$ cat src/rtl/alu_exec_ctrl.sv
// alu_exec_ctrl
// Registered ALU/EX control stage for the pipelined MIPS core. Decodes the ID
// stage funct/alu_op, captures the ALU select into the ID/EX boundary and
// sequences the multi-cycle mult/div unit (start pulse, busy window, HI/LO
// write strobe), stalling HI/LO-dependent instructions while it is busy.
//
// Ports:
//   clk         system clock, rising edge
//   rst         asynchronous, active-high reset
//   id_valid    ID stage holds a valid instruction
//   id_funct    instruction bits [5:0]
//   id_alu_op   main-control ALU op: 00 addi/mem, 01 branch, 10 R-type, 11 reserved
//   flush       squash the instruction entering EX
//   stall       combinational; ID holds, EX receives a bubble
//   ex_valid    EX holds a valid instruction
//   ex_sel      ALU select for EX
//   ex_hilo_rd  00 none, 01 MFHI, 10 MFLO
//   ex_illegal  EX instruction is an undecoded R-type funct or alu_op 11
//   md_start    one-cycle start pulse to the mult/div unit
//   md_is_div   valid with md_start: 1 = divide
//   md_signed   valid with md_start: 1 = MULT/DIV, 0 = MULTU/DIVU
//   md_busy     mult/div unit occupied
//   hilo_we     HI/LO write strobe, last busy cycle
//
// Mult/div FSM:
//   state   | meaning
//   ST_IDLE | mult/div unit free, cnt = 0
//   ST_BUSY | mult/div in flight, cnt = remaining busy cycles (1 = last, hilo_we)

module alu_exec_ctrl #(
   parameter int MULT_CYCLES = 4,
   parameter int DIV_CYCLES  = 32,
   parameter int CNT_W       = 6
) (
   input  logic       clk,
   input  logic       rst,
   input  logic       id_valid,
   input  logic [5:0] id_funct,
   input  logic [1:0] id_alu_op,
   input  logic       flush,
   output logic       stall,
   output logic       ex_valid,
   output logic [2:0] ex_sel,
   output logic [1:0] ex_hilo_rd,
   output logic       ex_illegal,
   output logic       md_start,
   output logic       md_is_div,
   output logic       md_signed,
   output logic       md_busy,
   output logic       hilo_we
);

   localparam logic [2:0] SEL_AND  = 3'b000;
   localparam logic [2:0] SEL_OR   = 3'b001;
   localparam logic [2:0] SEL_ADD  = 3'b010;
   localparam logic [2:0] SEL_SLT  = 3'b011;
   localparam logic [2:0] SEL_ADDU = 3'b100;
   localparam logic [2:0] SEL_SLL  = 3'b101;
   localparam logic [2:0] SEL_SUB  = 3'b110;
   localparam logic [2:0] SEL_SLTU = 3'b111;

   localparam logic [1:0] HILO_NONE = 2'b00;
   localparam logic [1:0] HILO_HI   = 2'b01;
   localparam logic [1:0] HILO_LO   = 2'b10;

   localparam logic [CNT_W-1:0] MULT_LOAD = CNT_W'(MULT_CYCLES);
   localparam logic [CNT_W-1:0] DIV_LOAD  = CNT_W'(DIV_CYCLES);
   localparam logic [CNT_W-1:0] CNT_ONE   = CNT_W'(1);

   typedef enum logic [0:0] {
      ST_IDLE = 1'b0,
      ST_BUSY = 1'b1
   } state_t;

   state_t           state, state_nxt;
   logic [CNT_W-1:0] cnt, cnt_nxt;

   logic [2:0] dec_sel;
   logic [1:0] dec_hilo_rd;
   logic       dec_illegal;
   logic       dec_md;
   logic       dec_div;
   logic       dec_signed;
   logic       dec_dep;

   logic       cnt_last;
   logic       capture;
   logic       md_go;

   // ------------------------------------------------------------------
   // ID decode
   // ------------------------------------------------------------------
   always_comb begin
      dec_sel     = SEL_AND;
      dec_hilo_rd = HILO_NONE;
      dec_illegal = 1'b0;
      dec_md      = 1'b0;
      dec_div     = 1'b0;
      dec_signed  = 1'b0;
      case (id_alu_op)
         2'b00: dec_sel = SEL_ADD;
         2'b01: dec_sel = SEL_SUB;
         2'b10: begin
            case (id_funct)
               6'b100000: dec_sel = SEL_ADD;
               6'b100001: dec_sel = SEL_ADDU;
               6'b100010: dec_sel = SEL_SUB;
               6'b100011: dec_sel = SEL_SUB;
               6'b100100: dec_sel = SEL_AND;
               6'b100101: dec_sel = SEL_OR;
               6'b000000: dec_sel = SEL_SLL;
               6'b101010: dec_sel = SEL_SLT;
               6'b101011: dec_sel = SEL_SLTU;
               6'b011000: begin
                  dec_md     = 1'b1;
                  dec_signed = 1'b1;
               end
               6'b011001: dec_md = 1'b1;
               6'b011010: begin
                  dec_md     = 1'b1;
                  dec_div    = 1'b1;
                  dec_signed = 1'b1;
               end
               6'b011011: begin
                  dec_md  = 1'b1;
                  dec_div = 1'b1;
               end
               6'b010000: dec_hilo_rd = HILO_HI;
               6'b010010: dec_hilo_rd = HILO_LO;
               default:   dec_illegal = 1'b1;
            endcase
         end
         default: dec_illegal = 1'b1;
      endcase
   end

   // Anything that reads or rewrites HI/LO must wait for the unit.
   assign dec_dep  = dec_md || (dec_hilo_rd != HILO_NONE);
   assign cnt_last = (cnt == CNT_ONE);

   // In the hilo_we cycle the write lands on the same edge a dependent
   // instruction captures, so no stall is needed there.
   assign stall   = id_valid && md_busy && !cnt_last && dec_dep;
   assign capture = id_valid && !flush && !stall;
   assign md_go   = capture && dec_md;

   // ------------------------------------------------------------------
   // FSM: state register
   // ------------------------------------------------------------------
   always_ff @(posedge clk or posedge rst) begin
      if (rst) begin
         state <= ST_IDLE;
         cnt   <= '0;
      end else begin
         state <= state_nxt;
         cnt   <= cnt_nxt;
      end
   end

   // ------------------------------------------------------------------
   // FSM: next state
   // ------------------------------------------------------------------
   always_comb begin
      state_nxt = state;
      cnt_nxt   = cnt;
      case (state)
         ST_IDLE: begin
            if (md_go) begin
               state_nxt = ST_BUSY;
               cnt_nxt   = dec_div ? DIV_LOAD : MULT_LOAD;
            end
         end
         ST_BUSY: begin
            if (cnt_last) begin
               // Back-to-back mult/div restarts directly from the last cycle.
               if (md_go) begin
                  state_nxt = ST_BUSY;
                  cnt_nxt   = dec_div ? DIV_LOAD : MULT_LOAD;
               end else begin
                  state_nxt = ST_IDLE;
                  cnt_nxt   = '0;
               end
            end else begin
               cnt_nxt = cnt - CNT_ONE;
            end
         end
         default: begin
            state_nxt = ST_IDLE;
            cnt_nxt   = '0;
         end
      endcase
   end

   // ------------------------------------------------------------------
   // FSM: outputs
   // ------------------------------------------------------------------
   always_comb begin
      md_busy = 1'b0;
      hilo_we = 1'b0;
      if (state == ST_BUSY) begin
         md_busy = 1'b1;
         hilo_we = cnt_last;
      end
   end

   // ------------------------------------------------------------------
   // ID/EX boundary registers
   // ------------------------------------------------------------------
   always_ff @(posedge clk or posedge rst) begin
      if (rst) begin
         ex_valid   <= 1'b0;
         ex_sel     <= SEL_AND;
         ex_hilo_rd <= HILO_NONE;
         ex_illegal <= 1'b0;
         md_start   <= 1'b0;
         md_is_div  <= 1'b0;
         md_signed  <= 1'b0;
      end else if (capture) begin
         ex_valid   <= 1'b1;
         ex_sel     <= dec_sel;
         ex_hilo_rd <= dec_hilo_rd;
         ex_illegal <= dec_illegal;
         md_start   <= dec_md;
         md_is_div  <= dec_md && dec_div;
         md_signed  <= dec_md && dec_signed;
      end else begin
         ex_valid   <= 1'b0;
         ex_sel     <= SEL_AND;
         ex_hilo_rd <= HILO_NONE;
         ex_illegal <= 1'b0;
         md_start   <= 1'b0;
         md_is_div  <= 1'b0;
         md_signed  <= 1'b0;
      end
   end

endmodule

$ cat config.mk
export PLATFORM = sky130hd
export DESIGN_NAME = alu_exec_ctrl
export DESIGN_NICKNAME = d
export VERILOG_FILES = /design/src/rtl/alu_exec_ctrl.sv
export SDC_FILE = /design/constraint.sdc
export NUM_CORES = 1
export LEC_CHECK = 0
export CAP_MARGIN = 20
export CELL_PAD_IN_SITES_DETAIL_PLACEMENT = 0
export CELL_PAD_IN_SITES_GLOBAL_PLACEMENT = 1
export CORE_MARGIN = 2
export CORE_UTILIZATION = 35
export CTS_CLUSTER_SIZE = 25
export DETAILED_ROUTE_END_ITERATION = 12
export PLACE_DENSITY = 0.76
export REMOVE_ABC_BUFFERS = 1
export SLEW_MARGIN = 30
export SYNTH_ARGS = -nofsm -noshare
export SYNTH_HDL_FRONTEND = slang
export SYNTH_SLANG_ARGS = --single-unit
$ cat constraint.sdc
create_clock -name clk -period 1.9 [get_ports clk]
set_input_delay 0.38 -clock clk [delete_from_list [all_inputs] [get_ports clk]]
set_output_delay 0.38 -clock clk [all_outputs]
set_load 0.05 [all_outputs]
==> results.txt, run 1 <==
Reg2Reg Depth = 6
top cell type's share of synthesized area = 47.3%
Crit Path Category = reg -> out
CP Capture Type = output pin
cell area power density = 484 nW/µm²
Tightest Pin Transition = 643 ps
Post-Synth Adder-Cell Area = 2.78%
WP data arrival = 1500 ps
Max Cap Viol = 0
first-pass GRT wire length = 3.75 mm
die width = 54.7 µm
Min-Delay Path Class = in -> async
core area = 2450 µm²
Starting DRT DRC Count = 5
#FFs+latches synth = 17
GRT Total Usage = 17.5%
peak supply drop = 0.321 mV
share of cells above drive strength 1 = 25.9%
fin worst setup slack = 23.8 ps
status = complete, no violations
Rows = 18
# hold bufs at CTS = 0
multi-input logic area = 453 µm²
max-slew violations = 0
DR pass1 iterations = 4
clock slew at reported path FFs = 110 ps
Netlist Area Pre-Place = 900 µm²
clock sinks = 17
fillers = 231
GRT overflow = 0
CP Max Fanout = 3
reg2reg setup slack = 90 ps
# diodes = 0
Setup WS pre-CTS = -139 ps
antenna violations before repair = 0
top cells by area, synth = dfrtp_1 (47%), nor2_1 (4.2%), nor3_1 (3.9%)
CTS tree = yes
Post-synth EDFFs = 0
leakage power = 0.603 nW
Distinct cells, synth = 34
Yosys warnings = 0
synthesized netlist cell count = 93
area grow syn2layout = 52.9%
vias per cell = 5.20
largest family of logic cells by synthesized area = simple AND/OR/NAND/NOR gates
CTS max path bufs = 2
clock skew = 16.0 ps
relative slew slack = 57.1%
register area = 425 µm²
Hold Violations, Final = 0
Synth Area in XOR/XNOR = 0.974%
data required time at the worst endpoint = 1520 ps
TritonCTS Buffers = 3
ys flop type = dfrtp_1
post-DP HPWL = 1.75 mm
Post-synth ARST share = 100%
fmax = 0.533 GHz
Synth Area in Compound Gates = 14.2%
gpl congestion = 0.846
Routed Wire Length = 2.15 mm
simple-gate portion of the synthesized area = 28.2%
Die Footprint = 2990 µm²
number of global-route vias before repair = 881
nets@finish = 154
Post-DRT Antenna Nets = 0
commonest cells after routing, fill and taps aside = buf_4 (21), dfrtp_1 (17), clkdlybuf4s50_1 (16)
syn avg cell area = 9.67 µm²
leading area contributor after synthesis = dfrtp_1
largest net degree at the start of global routing = 18
IO buf count = 24
Period Utilization, post-route = 98.7%
commonest non-fill, non-tap cell in the layout = buf_4
FF-to-FF Start = cnt[1]$_DFFE_PP0P_
RSZ-0062 raised after global routing = yes
H-tree depth = 1
R2R Path End = cnt[5]$_DFFE_PP0P_
Total Power = 0.000666 W
io pins = 25
routed len/inst = 12.7 µm
DR vias = 878
Die Y = 54.7 µm
Clock Latency Late Sink = 290 ps
crit start category = flip-flop
drt drc = 0
min cycle time layout = 1880 ps
sequential area share after synthesis = 47.3%
Clock Tree Root = clkbuf_4
final setup vio count = 0
Initial Util = 36.6%
post-synthesis mux area share = 2.23%
## registers in the layout, indices dropped and copies added, names as in the netlist
register    flops
state           1
md_start        1
md_is_div       1
ex_hilo_rd      2
ex_sel          3
ex_valid        1
cnt             6
md_signed       1
ex_illegal      1
## cells by family (layout without fill, tap and decap cells)
| kind of cell | Yosys count | in the layout |
|---|---|---|
| buffers and inverters | 10 | 56 |
| adder cells (fa/ha/maj) | 2 | 2 |
| multiplexers | 2 | 2 |
| flip-flops | 17 | 17 |
| AO/OA/AOI/OAI | 18 | 18 |
| XOR/XNOR | 1 | 1 |
| AND/OR/NAND/NOR | 43 | 43 |
## Yosys cell counts, types with 2 or more instances
library cell and instances:
nand3b_1 2, or3_1 2, dfrtp_1 17, mux2i_1 2, nor2b_1 2, ha_1 2, nor2_1 10, nand4_1 2
o311ai_1 2, o211ai_1 3, nand2_1 9, nor3_1 7, nand3_1 2, o22ai_1 2, inv_1 8, a31oi_1 2
a21oi_1 2
## what timing repair did
action                                  4_1_cts  5_1_grt
buffers inserted                              4        1
pin swaps                                     5        3
endpoints found under the setup margin        2        2
resized for setup                            11        0
## where the power goes
| part | leakage, nW | switching [W] | internal, W |
|---|---|---|---|
| combinational | 0.370 | 0.0000591 | 0.0000530 |
| clock | 0.0177 | 0.000110 | 0.0000780 |
| sequential | 0.216 | 0.00000104 | 0.000365 |
## worst max-delay path by stage
| stage | from | end | slack (ps) | cells past startpoint |
|---|---|---|---|---|
| after floorplan | state$_DFF_PP0_ | stall | -470 | 4 |
| after global placement | id_funct[3] | stall | -90 | 6 |
| after detailed placement | id_funct[2] | stall | -140 | 6 |
| after CTS | cnt[0]$_DFFE_PP0P_ | stall | -0.8 | 5 |
| after global routing | cnt[1]$_DFFE_PP0P_ | stall | -60 | 6 |
| final | cnt[4]$_DFFE_PP0P_ | hilo_we | 20 | 4 |
## routing by layer
layer / vias to the layer above / GRT usage (%) / routed length, µm
li1: 430 / - / -
met1: 419 / 20.5 / 876
met2: 23 / 31.0 / 1130
met3: 6 / 2.73 / 83
met4: 0 / 7.92 / 60
met5: - / 0 / 0
## metrics by stage
stage	TNS (ps)	instances	area, µm²	utilization [%]	hold WS [ps]
final	0	169	1380	56.0	461
after global routing	-121	169	1380	56.0	534
after CTS	-0.765	168	1370	55.7	484
after detailed placement	-386	160	1300	52.9	571
after global placement	-186	160	1300	52.9	536
after floorplan	-493	91	891	-	306
## worst max-delay path: stages, from the launching register on
cell and delay, ps:
dfrtp_1 440, nor4_4 340, nand2_1 140, nor2_2 140
buf_12 150
## final cells by class
type	instances	share of cell area, %
Timing Repair Buffer	44	29.2
Sequential cell	17	30.9
Clock inverter	1	0.364
Tap cell	30	2.73
Multi-Input combinational cell	66	32.9
Clock buffer	3	1.64
Inverter	8	2.18
Note: power is estimated with default switching activity, not from simulation.
==> inputs of run 2 (changes only) <==
- PLACE_DENSITY: 0.76 -> unset
- PLACE_DENSITY_LB_ADDON: unset -> 0.25
- REMOVE_ABC_BUFFERS: 1 -> unset
==> run 2 against run 1 <==
  * Clock power hardly changed
  * Routed wire length is 4.6% higher
  * Clock-buffer cell count is 1 higher
  * Largest power group unchanged
==> results.txt, run 2 (synthesis gave the netlist of run 1 again) <==
worst setup path start = cnt[5]$_DFFE_PP0P_
WP data arrival = 1490 ps
nets@finish = 152
gpl congestion = 0.838
status = complete, no violations
Clock Tree Root = clkbuf_4
worst hold slack = 310 ps
clock skew = 3.15 ps
largest net degree at the start of global routing = 12
crit start category = flip-flop
max reg flops = 6
CTS max path bufs = 2
Post-Layout Cell Count = 167
Synth Net Count = 107
Int Pwr = 0.000497 W
FF-to-FF Start = cnt[0]$_DFFE_PP0P_
DR vias = 859
Die Footprint = 2990 µm²
clock slew at reported path FFs = 100 ps
Max Cap Viol = 0
first-pass GRT wire length = 3.68 mm
RSZ-0062 raised after global routing = yes
routed len/inst = 13.5 µm
TritonCTS Buffers = 3
Total Power = 0.000666 W
clock group share of total power = 28.4%
combinational share of power = 16.7%
number of global-route vias before repair = 829
Largest regs = cnt x6, ex_sel x3, ex_hilo_rd x2
post-DP HPWL = 1.74 mm
# diodes = 0
final setup vio count = 0
leakage power = 0.603 nW
share of cells above drive strength 1 = 27.0%
CP Capture Type = output pin
# hold bufs at CTS = 0
Post-DRT Antenna Nets = 0
drt drc = 0
Sw Ratio = 25.3%
vias per cell = 5.14
area of placed instances = 1280 µm²
Routed Wire Length = 2.25 mm
CP Max Fanout = 3
relative slew slack = 66.7%
CTS tree = yes
fmax = 0.535 GHz
GRT overflow = 0
Rows = 18
Final Instance Area = 1380 µm²
Initial Util = 36.6%
Biggest register = cnt
io pins = 25
commonest non-fill, non-tap cell in the layout = buf_4
commonest cells after routing, fill and taps aside = buf_4 (19), clkdlybuf4s50_1 (16), dfrtp_1 (14)
Switch Pwr = 0.000169 W
Flop pwr share = 54.9%
DR pass1 iterations = 4
peak supply drop = 0.252 mV
Starting DRT DRC Count = 14
min cycle time layout = 1870 ps
die width = 54.7 µm
placed cells = 157
antenna violations before repair = 0
Period Utilization, post-route = 98.4%
Tightest Pin Transition = 498 ps
cell area power density = 484 nW/µm²
Min-Delay Path Class = in -> async
Die Y = 54.7 µm
core area = 2450 µm²
Crit Path Category = reg -> out
IO buf count = 24
clock sinks = 17
data required time at the worst endpoint = 1520 ps
Hold Violations, Final = 0
Clock Latency Late Sink = 280 ps
area grow syn2layout = 53.0%
max-slew violations = 0
H-tree depth = 1
GRT Total Usage = 17.5%
## run 2: per-stage QoR
stage                     util (%)  setup slack [ps]  TNS, ps
final                         56.1              31.2        0
after detailed placement      52.3             -60.0     -117
after global placement        52.3             -54.8    -79.4
after CTS                     55.0              11.2        0
after floorplan                  -              41.0        0
after global routing          56.1             -54.9    -61.2
## run 2: worst paths after layout
| check | endpoint | slack [ps] | depth (start not counted) |
|---|---|---|---|
| worst max-delay path | hilo_we | 30 | 4 |
| worst min-delay path | cnt[1]$_DFFE_PP0P_ | 310 | 2 |
| worst max register to register | cnt[5]$_DFFE_PP0P_ | 220 | 5 |
| worst min register to register | cnt[3]$_DFFE_PP0P_ | 560 | 1 |
| max in group asynchronous | cnt[2]$_DFFE_PP0P_ | 1140 | 3 |
| min in group clk | ex_sel[0]$_DFF_PP0_ | 440 | 3 |
## run 2: what timing repair did
item	4_1_cts	5_1_grt
pin swaps	4	4
gates resized for setup	11	2
cloned	0	0
setup buffers	3	3
setup endpoints to repair	2	2
## run 2: routing by layer
layer	GRT usage (%)	wire (µm)
met2	29.6	1180
met5	0	0
met3	1.09	37
met1	21.9	1010
met4	9.58	27
## run 2: cell type report
cell class	count	area [µm²]
inverter	8	30.0
timing repair buffer	42	390
sequential	17	429
multi-input combinational	66	463
tap	30	37.5
fill	236	1080
clock buffer	4	26.3
## run 2: critical path: stages (launching register included)
cell     delay, ps
dfrtp_1        420
nor4_4         350
nand2_1        130
nor2_2         150
buf_12         150
## run 2: power by group through the flow
| stage | logic [W] | clock network [W] | registers [W] |
|---|---|---|---|
| after floorplan | 0.0000323 | 0 | 0.000386 |
| after global placement | 0.000109 | 0 | 0.000373 |
| after detailed placement | 0.000109 | 0 | 0.000373 |
| after CTS | 0.000111 | 0.000197 | 0.000366 |
| after global routing | 0.000121 | 0.000221 | 0.000366 |
| final | 0.000111 | 0.000189 | 0.000366 |
==> inputs of run 3 (changes only) <==
- CORE_MARGIN: 2 -> 3
==> run 3 against run 2 <==
  * Highest routed layer unchanged
  * The run now ends with setup timing left
  * Clock power barely moved
  * First-iteration DRC count rose by 7.1%
  * Combinational power is 6% higher
==> results.txt, run 3 (synthesis gave the netlist of run 1 again) <==
TritonCTS Buffers = 3
# hold bufs at CTS = 0
Synth Net Count = 107
WP data arrival = 1530 ps
CP Max Fanout = 3
IO buf count = 24
Period Utilization, post-route = 100%
FF-to-FF Start = cnt[4]$_DFFE_PP0P_
Clock Tree Root = clkbuf_4
largest net degree at the start of global routing = 12
Final Instance Area = 1400 µm²
Starting DRT DRC Count = 15
core area = 2320 µm²
Final Util = 60.6%
register area = 427 µm²
data required time at the worst endpoint = 1520 ps
multi-input logic area = 460 µm²
# diodes = 0
GRT Total Usage = 16.6%
Hold Violations, Final = 0
gpl congestion = 0.925
area of placed instances = 1280 µm²
share of cells above drive strength 1 = 28.2%
failing checks = setup timing
GRT overflow = 0
Die Footprint = 3210 µm²
io pins = 25
min cycle time layout = 1910 ps
fmax = 0.525 GHz
routed len/inst = 13.9 µm
leakage power = 0.621 nW
DR pass1 iterations = 4
drt drc = 0
fin worst setup slack = -5.06 ps
area grow syn2layout = 56.1%
relative slew slack = 65.6%
commonest cells after routing, fill and taps aside = buf_4 (24), dfrtp_1 (16), clkdlybuf4s50_1 (16)
status = complete, but fails checks
crit start category = flip-flop
die width = 56.7 µm
CP Capture Type = output pin
Largest regs = cnt x6, ex_sel x3, ex_hilo_rd x2
Routed Wire Length = 2.36 mm
Die Y = 56.7 µm
peak supply drop = 0.360 mV
placed cells = 155
clock skew = 0.593 ps
clock slew at reported path FFs = 100 ps
Tightest Pin Transition = 515 ps
final setup vio count = 1
DR vias = 913
clock sinks = 17
CTS max path bufs = 2
post-DP HPWL = 1.73 mm
Rows = 17
vias per cell = 5.37
Post-DRT Antenna Nets = 0
cell area power density = 481 nW/µm²
nets@finish = 157
Clock Latency Late Sink = 280 ps
CTS tree = yes
reg2reg setup slack = 200 ps
Post-Layout Cell Count = 170
Min-Delay Path Class = in -> async
Crit Path Category = reg -> out
worst setup path start = cnt[4]$_DFFE_PP0P_
H-tree depth = 1
Setup WS pre-CTS = -121 ps
first-pass GRT wire length = 4.20 mm
number of global-route vias before repair = 969
Max Cap Viol = 0
Initial Util = 38.8%
max reg flops = 6
Biggest register = cnt
max-slew violations = 0
commonest non-fill, non-tap cell in the layout = buf_4
antenna violations before repair = 0
worst hold slack = 349 ps
fillers = 197
RSZ-0062 raised after global routing = yes
## run 3: stage by stage
| step | power (W) | setup TNS [ps] |
|---|---|---|
| 2_1_floorplan | 0.000418 | 0 |
| 3_3_place_gp | 0.000483 | -80.2 |
| 3_5_place_dp | 0.000485 | -126 |
| 4_1_cts | 0.000685 | 0 |
| 5_1_grt | 0.000716 | -167 |
| 6_report | 0.000675 | -5.06 |
## run 3: critical path: stages (launching register included)
cell	delay, ps
dfrtp_1	440
nor4_4	360
nand2_1	130
nor2_2	150
buf_12	150
## run 3: final timing paths
kind,to,depth (start not counted)
setup / recovery,hilo_we,4
hold / removal,md_start$_DFF_PP0_,2
setup reg to reg,ex_sel[2]$_DFF_PP0_,5
hold reg to reg,cnt[1]$_DFFE_PP0P_,2
max in group asynchronous,ex_valid$_DFF_PP0_,3
min in group clk,ex_sel[0]$_DFF_PP0_,3
## run 3: final cells by class
| type | count | share of cell area [%] |
|---|---|---|
| clock buffer | 3 | 1.60 |
| clock inverter | 1 | 0.357 |
| inverter | 8 | 2.14 |
| multi-input combinational | 66 | 32.8 |
| sequential | 17 | 30.4 |
| tap | 28 | 2.50 |
| timing repair buffer | 47 | 30.2 |
## run 3: what timing repair did
item | CTS | global route
endpoints found under the setup margin | 2 | 2
setup buffers | 9 | 2
resized for setup | 9 | 1
pin swaps | 5 | 3
## run 3: report_power, final
group / leakage [nW] / switching, W / internal, W / total [W]
registers: 0.215 / 0.000000804 / 0.000365 / 0.000366
clock network: 0.0177 / 0.000113 / 0.0000782 / 0.000192
logic: 0.388 / 0.0000624 / 0.0000555 / 0.000118
total: 0.621 / 0.000177 / 0.000499 / 0.000675
## run 3: per-layer routing
metal | routed length (µm) | share of wire (%) | GRT usage [%] | vias to the layer above
met3 | 97 | 4.1 | 3.45 | 8
met2 | 1210 | 51 | 28.5 | 27
met1 | 976 | 41 | 18.5 | 437
met4 | 72 | 3.0 | 9.83 | 0
met5 | 0 | 0 | 0 | -
li1 | - | - | - | 441
